**config.mk**
```make
export PLATFORM = sky130hd
export DESIGN_NAME = mycpu_pipe_ctrl_flat
export DESIGN_NICKNAME = d
export VERILOG_FILES = /design/src/rtl/mycpu_pipe_pkg.sv /design/src/rtl/mycpu_pipe_ctrl_if.sv /design/src/rtl/mycpu_hazard_cmp.sv /design/src/rtl/mycpu_pipe_ctrl.sv /design/src/flat_wrapper.sv
export SDC_FILE = /design/constraint.sdc
export NUM_CORES = 1
export LEC_CHECK = 0
export CAP_MARGIN = 20
export CORE_ASPECT_RATIO = 1.1
export CORE_MARGIN = 2
export CORE_UTILIZATION = 50
export CTS_CLUSTER_DIAMETER = 100
export CTS_CLUSTER_SIZE = 10
export DETAILED_ROUTE_END_ITERATION = 10
export PLACE_DENSITY = 0.81
export SETUP_SLACK_MARGIN = 0.5
export SLEW_MARGIN = 20
export SYNTH_ARGS = -nofsm -noshare
export SYNTH_HDL_FRONTEND = slang
export SYNTH_SLANG_ARGS = --single-unit
```
**constraint.sdc**
```tcl
create_clock -name clk -period 11.4 [get_ports clk]
set_clock_uncertainty 0.1 [all_clocks]
set_input_delay 3.42 -clock clk [delete_from_list [all_inputs] [get_ports clk]]
set_output_delay 3.42 -clock clk [all_outputs]
set_load 0.01 [all_outputs]
```
**src/rtl/mycpu_pipe_pkg.sv**
```systemverilog
// Shared types and constants for the 5-stage pipeline controller.
package mycpu_pipe_pkg;

  localparam logic [1:0] FWD_RF  = 2'b00;
  localparam logic [1:0] FWD_MEM = 2'b01;
  localparam logic [1:0] FWD_WB  = 2'b10;

  localparam int unsigned SHADOW_DEST_W = 5;

  typedef struct packed {
    logic                     valid;
    logic [SHADOW_DEST_W-1:0] dest;
    logic                     wen;
    logic                     is_load;
    logic                     is_mem;
  } stage_shadow_t;

  // A source matches a stage only if that stage will write a non-zero register it reads.
  function automatic logic src_hit(stage_shadow_t s, logic [SHADOW_DEST_W-1:0] addr,
                                   logic used);
    return used && (addr != '0) && s.valid && s.wen && (s.dest == addr);
  endfunction

endpackage

```
**src/rtl/mycpu_pipe_ctrl_if.sv**
```systemverilog
// Core <-> pipeline controller bundle: ID decode info and MEM handshake in, enables/selects out.
interface mycpu_pipe_ctrl_if #(
    parameter int unsigned REG_ADDR_W  = 5,
    parameter int unsigned STALL_CNT_W = 32
);

  logic                   if_valid;
  logic [REG_ADDR_W-1:0]  id_rs;
  logic [REG_ADDR_W-1:0]  id_rt;
  logic                   id_rs_used;
  logic                   id_rt_used;
  logic [REG_ADDR_W-1:0]  id_dest;
  logic                   id_wen;
  logic                   id_is_load;
  logic                   id_is_mem;
  logic                   id_br_taken;
  logic                   mem_done;

  logic                   pc_en;
  logic                   if_id_en;
  logic                   id_ex_en;
  logic                   ex_mem_en;
  logic                   mem_wb_en;
  logic                   id_valid;
  logic                   ex_valid;
  logic                   mem_valid;
  logic                   wb_valid;
  logic                   stall_id;
  logic                   br_redirect;
  logic [1:0]             fwd_sel_a;
  logic [1:0]             fwd_sel_b;
  logic                   rf_wen;
  logic [STALL_CNT_W-1:0] stall_cnt;

  modport master (
    output if_valid, id_rs, id_rt, id_rs_used, id_rt_used, id_dest, id_wen, id_is_load,
           id_is_mem, id_br_taken, mem_done,
    input  pc_en, if_id_en, id_ex_en, ex_mem_en, mem_wb_en, id_valid, ex_valid, mem_valid,
           wb_valid, stall_id, br_redirect, fwd_sel_a, fwd_sel_b, rf_wen, stall_cnt
  );

  modport slave (
    input  if_valid, id_rs, id_rt, id_rs_used, id_rt_used, id_dest, id_wen, id_is_load,
           id_is_mem, id_br_taken, mem_done,
    output pc_en, if_id_en, id_ex_en, ex_mem_en, mem_wb_en, id_valid, ex_valid, mem_valid,
           wb_valid, stall_id, br_redirect, fwd_sel_a, fwd_sel_b, rf_wen, stall_cnt
  );

endinterface

```
**src/rtl/mycpu_hazard_cmp.sv**
```systemverilog
// One ID source operand checked against the EX/MEM/WB shadows; yields stall and forward select.
// FORWARD_EN enables MEM/WB bypassing; otherwise any match interlocks.
module mycpu_hazard_cmp
  import mycpu_pipe_pkg::*;
#(
    parameter int unsigned REG_ADDR_W = 5
) (
    input  logic [REG_ADDR_W-1:0] addr,
    input  logic                  used,
    input  stage_shadow_t         ex_s,
    input  stage_shadow_t         mem_s,
    input  stage_shadow_t         wb_s,
    output logic                  stall,
    output logic [1:0]            fwd_sel
);

  logic hit_ex, hit_mem, hit_wb;
  logic unused_shadow;

  assign hit_ex  = src_hit(ex_s, SHADOW_DEST_W'(addr), used);
  assign hit_mem = src_hit(mem_s, SHADOW_DEST_W'(addr), used);
  assign hit_wb  = src_hit(wb_s, SHADOW_DEST_W'(addr), used);

  assign unused_shadow = ^{ex_s.is_load, ex_s.is_mem, mem_s.is_load, mem_s.is_mem,
                           wb_s.is_load, wb_s.is_mem};

  always_comb begin
    stall   = 1'b0;
    fwd_sel = FWD_RF;
`ifdef FORWARD_EN
    // Youngest producer wins; an EX result or an unfinished load cannot be bypassed yet.
    if (hit_ex) begin
      stall = 1'b1;
    end else if (hit_mem) begin
      if (mem_s.is_load) stall = 1'b1;
      else               fwd_sel = FWD_MEM;
    end else if (hit_wb) begin
      fwd_sel = FWD_WB;
    end
`else
    stall = hit_ex | hit_mem | hit_wb;
`endif
  end

endmodule

```
**src/rtl/mycpu_pipe_ctrl.sv**
```systemverilog
// Pipeline sequencer/interlock for the IF/ID/EX/MEM/WB core: valid bits, shadows, enables,
// hazard stall and forwarding selects. Optional bypassing is enabled with FORWARD_EN.
module mycpu_pipe_ctrl
  import mycpu_pipe_pkg::*;
#(
    parameter int unsigned REG_ADDR_W  = 5,
    parameter int unsigned STALL_CNT_W = 32
) (
    input logic              clk,
    input logic              rst,
    mycpu_pipe_ctrl_if.slave bus
);

  logic                   id_valid_q, id_valid_d;
  stage_shadow_t          ex_q, ex_d, mem_q, mem_d, wb_q, wb_d;
  logic [STALL_CNT_W-1:0] stall_cnt_q, stall_cnt_d;

  logic          mem_hold, mem_allow, ex_allow, id_go, id_allow, stall_id;
  logic          stall_rs, stall_rt;
  logic [1:0]    fwd_rs, fwd_rt;
  stage_shadow_t id_shadow;

  mycpu_hazard_cmp #(
    .REG_ADDR_W(REG_ADDR_W)
  ) u_cmp_rs (
    .addr   (bus.id_rs),
    .used   (bus.id_rs_used),
    .ex_s   (ex_q),
    .mem_s  (mem_q),
    .wb_s   (wb_q),
    .stall  (stall_rs),
    .fwd_sel(fwd_rs)
  );

  mycpu_hazard_cmp #(
    .REG_ADDR_W(REG_ADDR_W)
  ) u_cmp_rt (
    .addr   (bus.id_rt),
    .used   (bus.id_rt_used),
    .ex_s   (ex_q),
    .mem_s  (mem_q),
    .wb_s   (wb_q),
    .stall  (stall_rt),
    .fwd_sel(fwd_rt)
  );

  always_comb begin
    id_shadow         = '0;
    id_shadow.valid   = 1'b1;
    id_shadow.dest    = SHADOW_DEST_W'(bus.id_dest);
    id_shadow.wen     = bus.id_wen;
    id_shadow.is_load = bus.id_is_load;
    id_shadow.is_mem  = bus.id_is_mem;

    mem_hold  = mem_q.valid & mem_q.is_mem & ~bus.mem_done;
    mem_allow = ~mem_hold;
    ex_allow  = ~ex_q.valid | mem_allow;
    stall_id  = id_valid_q & (stall_rs | stall_rt);
    id_go     = id_valid_q & ~stall_id & ex_allow;
    id_allow  = ~id_valid_q | id_go;
  end

  always_comb begin
    id_valid_d  = id_valid_q;
    ex_d        = ex_q;
    mem_d       = mem_q;
    wb_d        = '0;
    stall_cnt_d = stall_cnt_q;

    if (id_allow) id_valid_d = bus.if_valid;
    // A stage that loads while its predecessor stays put receives a bubble.
    if (ex_allow) ex_d = id_go ? id_shadow : '0;
    if (mem_allow) begin
      mem_d = ex_q;
      wb_d  = mem_q;
    end
    if (id_valid_q && !id_go) stall_cnt_d = stall_cnt_q + 1'b1;
  end

  always_ff @(posedge clk or negedge rst) begin
    if (!rst) begin
      id_valid_q  <= 1'b0;
      ex_q        <= '0;
      mem_q       <= '0;
      wb_q        <= '0;
      stall_cnt_q <= '0;
    end else begin
      id_valid_q  <= id_valid_d;
      ex_q        <= ex_d;
      mem_q       <= mem_d;
      wb_q        <= wb_d;
      stall_cnt_q <= stall_cnt_d;
    end
  end

  always_comb begin
    bus.pc_en       = id_allow;
    bus.if_id_en    = id_allow;
    bus.id_ex_en    = ex_allow;
    bus.ex_mem_en   = mem_allow;
    bus.mem_wb_en   = 1'b1;
    bus.id_valid    = id_valid_q;
    bus.ex_valid    = ex_q.valid;
    bus.mem_valid   = mem_q.valid;
    bus.wb_valid    = wb_q.valid;
    bus.stall_id    = stall_id;
    bus.br_redirect = id_go & bus.id_br_taken;
    bus.fwd_sel_a   = fwd_rs;
    bus.fwd_sel_b   = fwd_rt;
    bus.rf_wen      = wb_q.valid & wb_q.wen;
    bus.stall_cnt   = stall_cnt_q;
  end

endmodule

```
**src/flat_wrapper.sv**
```systemverilog
// flat-port wrapper written by rule: the top's interface ports become plain ports
module mycpu_pipe_ctrl_flat import mycpu_pipe_pkg::*;
#(
    parameter int unsigned REG_ADDR_W  = 5,
    parameter int unsigned STALL_CNT_W = 32
)
  (clk, rst, bus_if_valid, bus_id_rs, bus_id_rt, bus_id_rs_used, bus_id_rt_used, bus_id_dest, bus_id_wen, bus_id_is_load, bus_id_is_mem, bus_id_br_taken, bus_mem_done, bus_pc_en, bus_if_id_en, bus_id_ex_en, bus_ex_mem_en, bus_mem_wb_en, bus_id_valid, bus_ex_valid, bus_mem_valid, bus_wb_valid, bus_stall_id, bus_br_redirect, bus_fwd_sel_a, bus_fwd_sel_b, bus_rf_wen, bus_stall_cnt);
  mycpu_pipe_ctrl_if #(.REG_ADDR_W(REG_ADDR_W), .STALL_CNT_W(STALL_CNT_W)) bus_i ();
  input logic clk;
  input logic rst;
  input wire logic [$bits(bus_i.if_valid)-1:0] bus_if_valid;
  input wire logic [$bits(bus_i.id_rs)-1:0] bus_id_rs;
  input wire logic [$bits(bus_i.id_rt)-1:0] bus_id_rt;
  input wire logic [$bits(bus_i.id_rs_used)-1:0] bus_id_rs_used;
  input wire logic [$bits(bus_i.id_rt_used)-1:0] bus_id_rt_used;
  input wire logic [$bits(bus_i.id_dest)-1:0] bus_id_dest;
  input wire logic [$bits(bus_i.id_wen)-1:0] bus_id_wen;
  input wire logic [$bits(bus_i.id_is_load)-1:0] bus_id_is_load;
  input wire logic [$bits(bus_i.id_is_mem)-1:0] bus_id_is_mem;
  input wire logic [$bits(bus_i.id_br_taken)-1:0] bus_id_br_taken;
  input wire logic [$bits(bus_i.mem_done)-1:0] bus_mem_done;
  output wire logic [$bits(bus_i.pc_en)-1:0] bus_pc_en;
  output wire logic [$bits(bus_i.if_id_en)-1:0] bus_if_id_en;
  output wire logic [$bits(bus_i.id_ex_en)-1:0] bus_id_ex_en;
  output wire logic [$bits(bus_i.ex_mem_en)-1:0] bus_ex_mem_en;
  output wire logic [$bits(bus_i.mem_wb_en)-1:0] bus_mem_wb_en;
  output wire logic [$bits(bus_i.id_valid)-1:0] bus_id_valid;
  output wire logic [$bits(bus_i.ex_valid)-1:0] bus_ex_valid;
  output wire logic [$bits(bus_i.mem_valid)-1:0] bus_mem_valid;
  output wire logic [$bits(bus_i.wb_valid)-1:0] bus_wb_valid;
  output wire logic [$bits(bus_i.stall_id)-1:0] bus_stall_id;
  output wire logic [$bits(bus_i.br_redirect)-1:0] bus_br_redirect;
  output wire logic [$bits(bus_i.fwd_sel_a)-1:0] bus_fwd_sel_a;
  output wire logic [$bits(bus_i.fwd_sel_b)-1:0] bus_fwd_sel_b;
  output wire logic [$bits(bus_i.rf_wen)-1:0] bus_rf_wen;
  output wire logic [$bits(bus_i.stall_cnt)-1:0] bus_stall_cnt;
  assign bus_i.if_valid = bus_if_valid;
  assign bus_i.id_rs = bus_id_rs;
  assign bus_i.id_rt = bus_id_rt;
  assign bus_i.id_rs_used = bus_id_rs_used;
  assign bus_i.id_rt_used = bus_id_rt_used;
  assign bus_i.id_dest = bus_id_dest;
  assign bus_i.id_wen = bus_id_wen;
  assign bus_i.id_is_load = bus_id_is_load;
  assign bus_i.id_is_mem = bus_id_is_mem;
  assign bus_i.id_br_taken = bus_id_br_taken;
  assign bus_i.mem_done = bus_mem_done;
  assign bus_pc_en = bus_i.pc_en;
  assign bus_if_id_en = bus_i.if_id_en;
  assign bus_id_ex_en = bus_i.id_ex_en;
  assign bus_ex_mem_en = bus_i.ex_mem_en;
  assign bus_mem_wb_en = bus_i.mem_wb_en;
  assign bus_id_valid = bus_i.id_valid;
  assign bus_ex_valid = bus_i.ex_valid;
  assign bus_mem_valid = bus_i.mem_valid;
  assign bus_wb_valid = bus_i.wb_valid;
  assign bus_stall_id = bus_i.stall_id;
  assign bus_br_redirect = bus_i.br_redirect;
  assign bus_fwd_sel_a = bus_i.fwd_sel_a;
  assign bus_fwd_sel_b = bus_i.fwd_sel_b;
  assign bus_rf_wen = bus_i.rf_wen;
  assign bus_stall_cnt = bus_i.stall_cnt;
  mycpu_pipe_ctrl #(.REG_ADDR_W(REG_ADDR_W), .STALL_CNT_W(STALL_CNT_W)) u_core (.clk(clk), .rst(rst), .bus(bus_i));
endmodule
```
==> impl_metrics.tcl <==
set metrics [dict create \
    status "complete, no violations" \
    path_max_fanout 10 \
    synth_xor_area_frac 0.186 \
    yosys_warnings 0 \
    netlist_top_cells_area "dfrtp_1 (49%), xor2_1 (16%), nand2_1 (3.8%)" \
    place_worst_setup_slack_ns 1.83 \
    tritoncts "built" \
    grt.total_usage 0.203 \
    crit_type "in -> out" \
    die_width_um 76.3 \
    worstPathArrival_ns 6.05 \
    post-route-util 0.670 \
    vias_in_the_first_global_route 2245 \
    globalRouteOverflowTotal 0 \
    holdBufCountCts 0 \
    synth-seq-area-share 0.487 \
    reg2reg_slack_ns 8.65 \
    post_route_cells_drive_above_1_share 0.0950 \
    detailedRoute.firstPassIterationCount 4 \
    postSynth.topFlopCell "dfrtp_1" \
    post-synth-top-count-cell "dfrtp_1" \
    cts_max_path_buffers 2 \
    critical_path.most_common_cell "clkdlybuf4s50_1" \
    crit_path_top_delay_cell "clkdlybuf4s50_1" \
    maximum_number_of_pins_on_one_net_before_global_route_repair 57 \
    flow.area_growth_from_synthesis_pct 27.2 \
    cellPowerDensity_mw_per_mm2 113 \
    crit_chain "clkdlybuf4s50_1 -> or4_1 -> o21ai_1 -> a31oi_2 -> o31ai_4 -> clkdlybuf4s50_1" \
    period_share 0.839 \
    synth_cell_type_count 37 \
    synthesis.instances 270 \
    synthDominantAreaCellType "dfrtp_1" \
    dr.first_iter.drc_count 141 \
    power.internal_w 0.000295 \
    finalWirelength_um 6130 \
    synth_seq_cells 56 \
    min_from "u_core.bus.stall_cnt[31]" \
    clock.fmax_ghz 0.105 \
    nNetsFinal 362 \
    power_switching_w 0.000120 \
    timing.critical_path.buf_inv 2 \
    synth_top_family_by_area "simple AND/OR/NAND/NOR gates" \
    finalWorstPathRequiredPeriod_ns 9.57 \
    drtAntennaViolNets 0 \
    synth.top_cell.area_share 0.487 \
    synth-edff-count 0 \
    antenna_violations_before_repair 0 \
    setup_ws_ns 1.83 \
    critical-path-top-delay-family "buffers and inverters" \
    clk-insertion-delay-late_ns 0.31 \
    share_seq_of_total_power 0.557 \
    critical-path-max-stage-delay_ns 0.64 \
    design.portCount 73 \
    synth_top_cells_by_count "dfrtp_1 (56), xor2_1 (51), nand2_1 (29)" \
    regToRegStartpoint "u_core.bus.mem_valid" \
    wl_per_cell_um 14.9 \
    h-tree-depth 2 \
    async_reset_ff_frac 1.00 \
    cts-resized-gates 0 \
    effective_utilization_at_floorplan 0.527 \
    finalSetupViolCount 0 \
    route.detailed.vias_per_inst 5.24 \
    drc 0 \
    total_power_w 0.000415 \
    die_area_mm2 0.00638 \
    max-vdd-ir-drop_uv 92.4 \
    clock_sinks 56 \
    final-hold-violation-count 0 \
    n_antenna_cell 0 \
    clkTransAtPathRegs_ns 0.09 \
    worstSetupStartpoint "bus_id_rs[1]" \
    clock_power_share 0.262 \
    hold_path_class "reg -> reg" \
    detailroute.via_count 2157 \
    tightest_slew_ns 0.690 \
    yosys.area_share.simple 0.222 \
    die_y_um 83.6 \
    number_of_post_cts_setup_repair_buffers 0 \
    timing.hold.ws_ns 0.371 \
    postSynthAreaPerCell_um2 10.7 \
    critical_path.startpoint_type "primary input" \
    p_sw_frac 0.289 \
    wire_length_of_the_first_global_routing_pass_um 10500 \
    grt_setup_unrepaired "no" \
    timing.setup.tns_ns 0 \
    synthMuxAreaShare 0.0274 \
    yosys.area_share.adder 0.00435 \
    count_of_max_cap_constraint_violations 0 \
    gpl.final_weighted_congestion 0.815 \
    ctsRootBufferMaster "clkbuf_8" \
    syn-cell-area_mm2 0.00288 \
    floorplan.core_area_mm2 0.00547 \
    power.static_leakage_nw 1.67 \
    hpwl_um 4510 \
    number_of_placement_rows 28 \
    cp.required_ns 7.88 \
    worst_setup_path_end_kind "output port" \
    slew_violations 0 \
    cts_inserted_buffers 5 \
    relSlewSlack 0.540 \
    combinational_cell_fraction_of_total_power 0.181 \
    synth-compound-area-share 0.0317 \
    numPortBuffers 66 \
]
[state kept, by name, summed over array words and instances (netlist names)]
| register | cells |
|---|---|
| u_core.bus.wb_valid | 1 |
| u_core.ex_q | 7 |
| u_core.bus.stall_cnt | 32 |
| u_core.wb_q | 6 |
| u_core.bus.mem_valid | 1 |
| u_core.bus.ex_valid | 1 |
| u_core.mem_q | 7 |
| u_core.bus.id_valid | 1 |
[layout make-up]
| type | count | area, µm² |
|---|---|---|
| Fill cell | 446 | 1800 |
| Clock buffer | 5 | 68.8 |
| Timing Repair Buffer | 68 | 671 |
| Sequential cell | 56 | 1400 |
| Clock inverter | 3 | 22.5 |
| Inverter | 8 | 30.0 |
| Multi-Input combinational cell | 197 | 1370 |
| Tap cell | 75 | 93.8 |
[per-stage QoR]
stage	std cells	instance area, µm²
after floorplan	273	2890
after global placement	404	3570
after detailed placement	404	3570
after CTS	412	3660
after global routing	412	3660
final	412	3660
[placed cells by master, fill, tap and decap left out, types with 2 or more instances in the layout]
cell / count
clkdlybuf4s50_1: 65
dfrtp_1: 56
xor2_1: 51
nand2_1: 29
nor3_1: 16
nand3_1: 12
xnor2_1: 10
nor4_1: 9
and2_1: 8
o21ai_0: 8
nor4_2: 8
inv_1: 7
nand4_1: 7
nor2_1: 6
mux2_2: 6
conb_1: 5
clkbuf_8: 5
or4_1: 2
a31oi_2: 2
nand2b_1: 2
or2_1: 2
or2_2: 2
and3_1: 2
buf_4: 2
[final timing paths]
kind,endpoint,cells past startpoint
max,bus_if_id_en,6
min,u_core.bus.stall_cnt[31],1
max reg2reg,u_core.bus.stall_cnt[13],6
min reg2reg,u_core.bus.stall_cnt[31],1
max in group asynchronous,u_core.wb_q[4],2
min in group asynchronous,u_core.ex_q[0],2
[layer usage]
| layer | global-route usage | wire (µm) | vias to the layer above |
|---|---|---|---|
| li1 | - | - | 1039 |
| met5 | 0 | 0 | - |
| met3 | 0.0271 | 234 | 11 |
| met4 | 0.0760 | 105 | 0 |
| met1 | 0.258 | 2740 | 1047 |
| met2 | 0.352 | 3050 | 60 |
[logic make-up after synthesis]
| family | Yosys count |
|---|---|
| muxes | 7 |
| buffers and inverters | 20 |
| and+or+nand+nor | 111 |
| xor gates and xnor gates | 61 |
| DFF | 56 |
| adders and majority gates | 1 |
| other | 2 |
| AOI/OAI and AO/OA | 12 |
[worst reg2reg max path: stages, from the launching register on]
cell and delay (ns):
dfrtp_1 0.45, nand3b_1 0.49, nor2_2 0.54, o31ai_4 0.22, buf_4 0.29, nor4_1 0.39, xor2_1 0.18
[power by group through the flow]
stage / Combinational (W) / Clock (W) / Sequential (W)
global placement: 0.0000736 / 0 / 0.000233
detailed placement: 0.0000756 / 0 / 0.000234
floorplan: 0.0000370 / 0 / 0.000233
finish: 0.0000750 / 0.000109 / 0.000231
global route: 0.0000839 / 0.000121 / 0.000233
CTS: 0.0000761 / 0.000111 / 0.000231
Note: power is estimated with default switching activity, not from simulation.
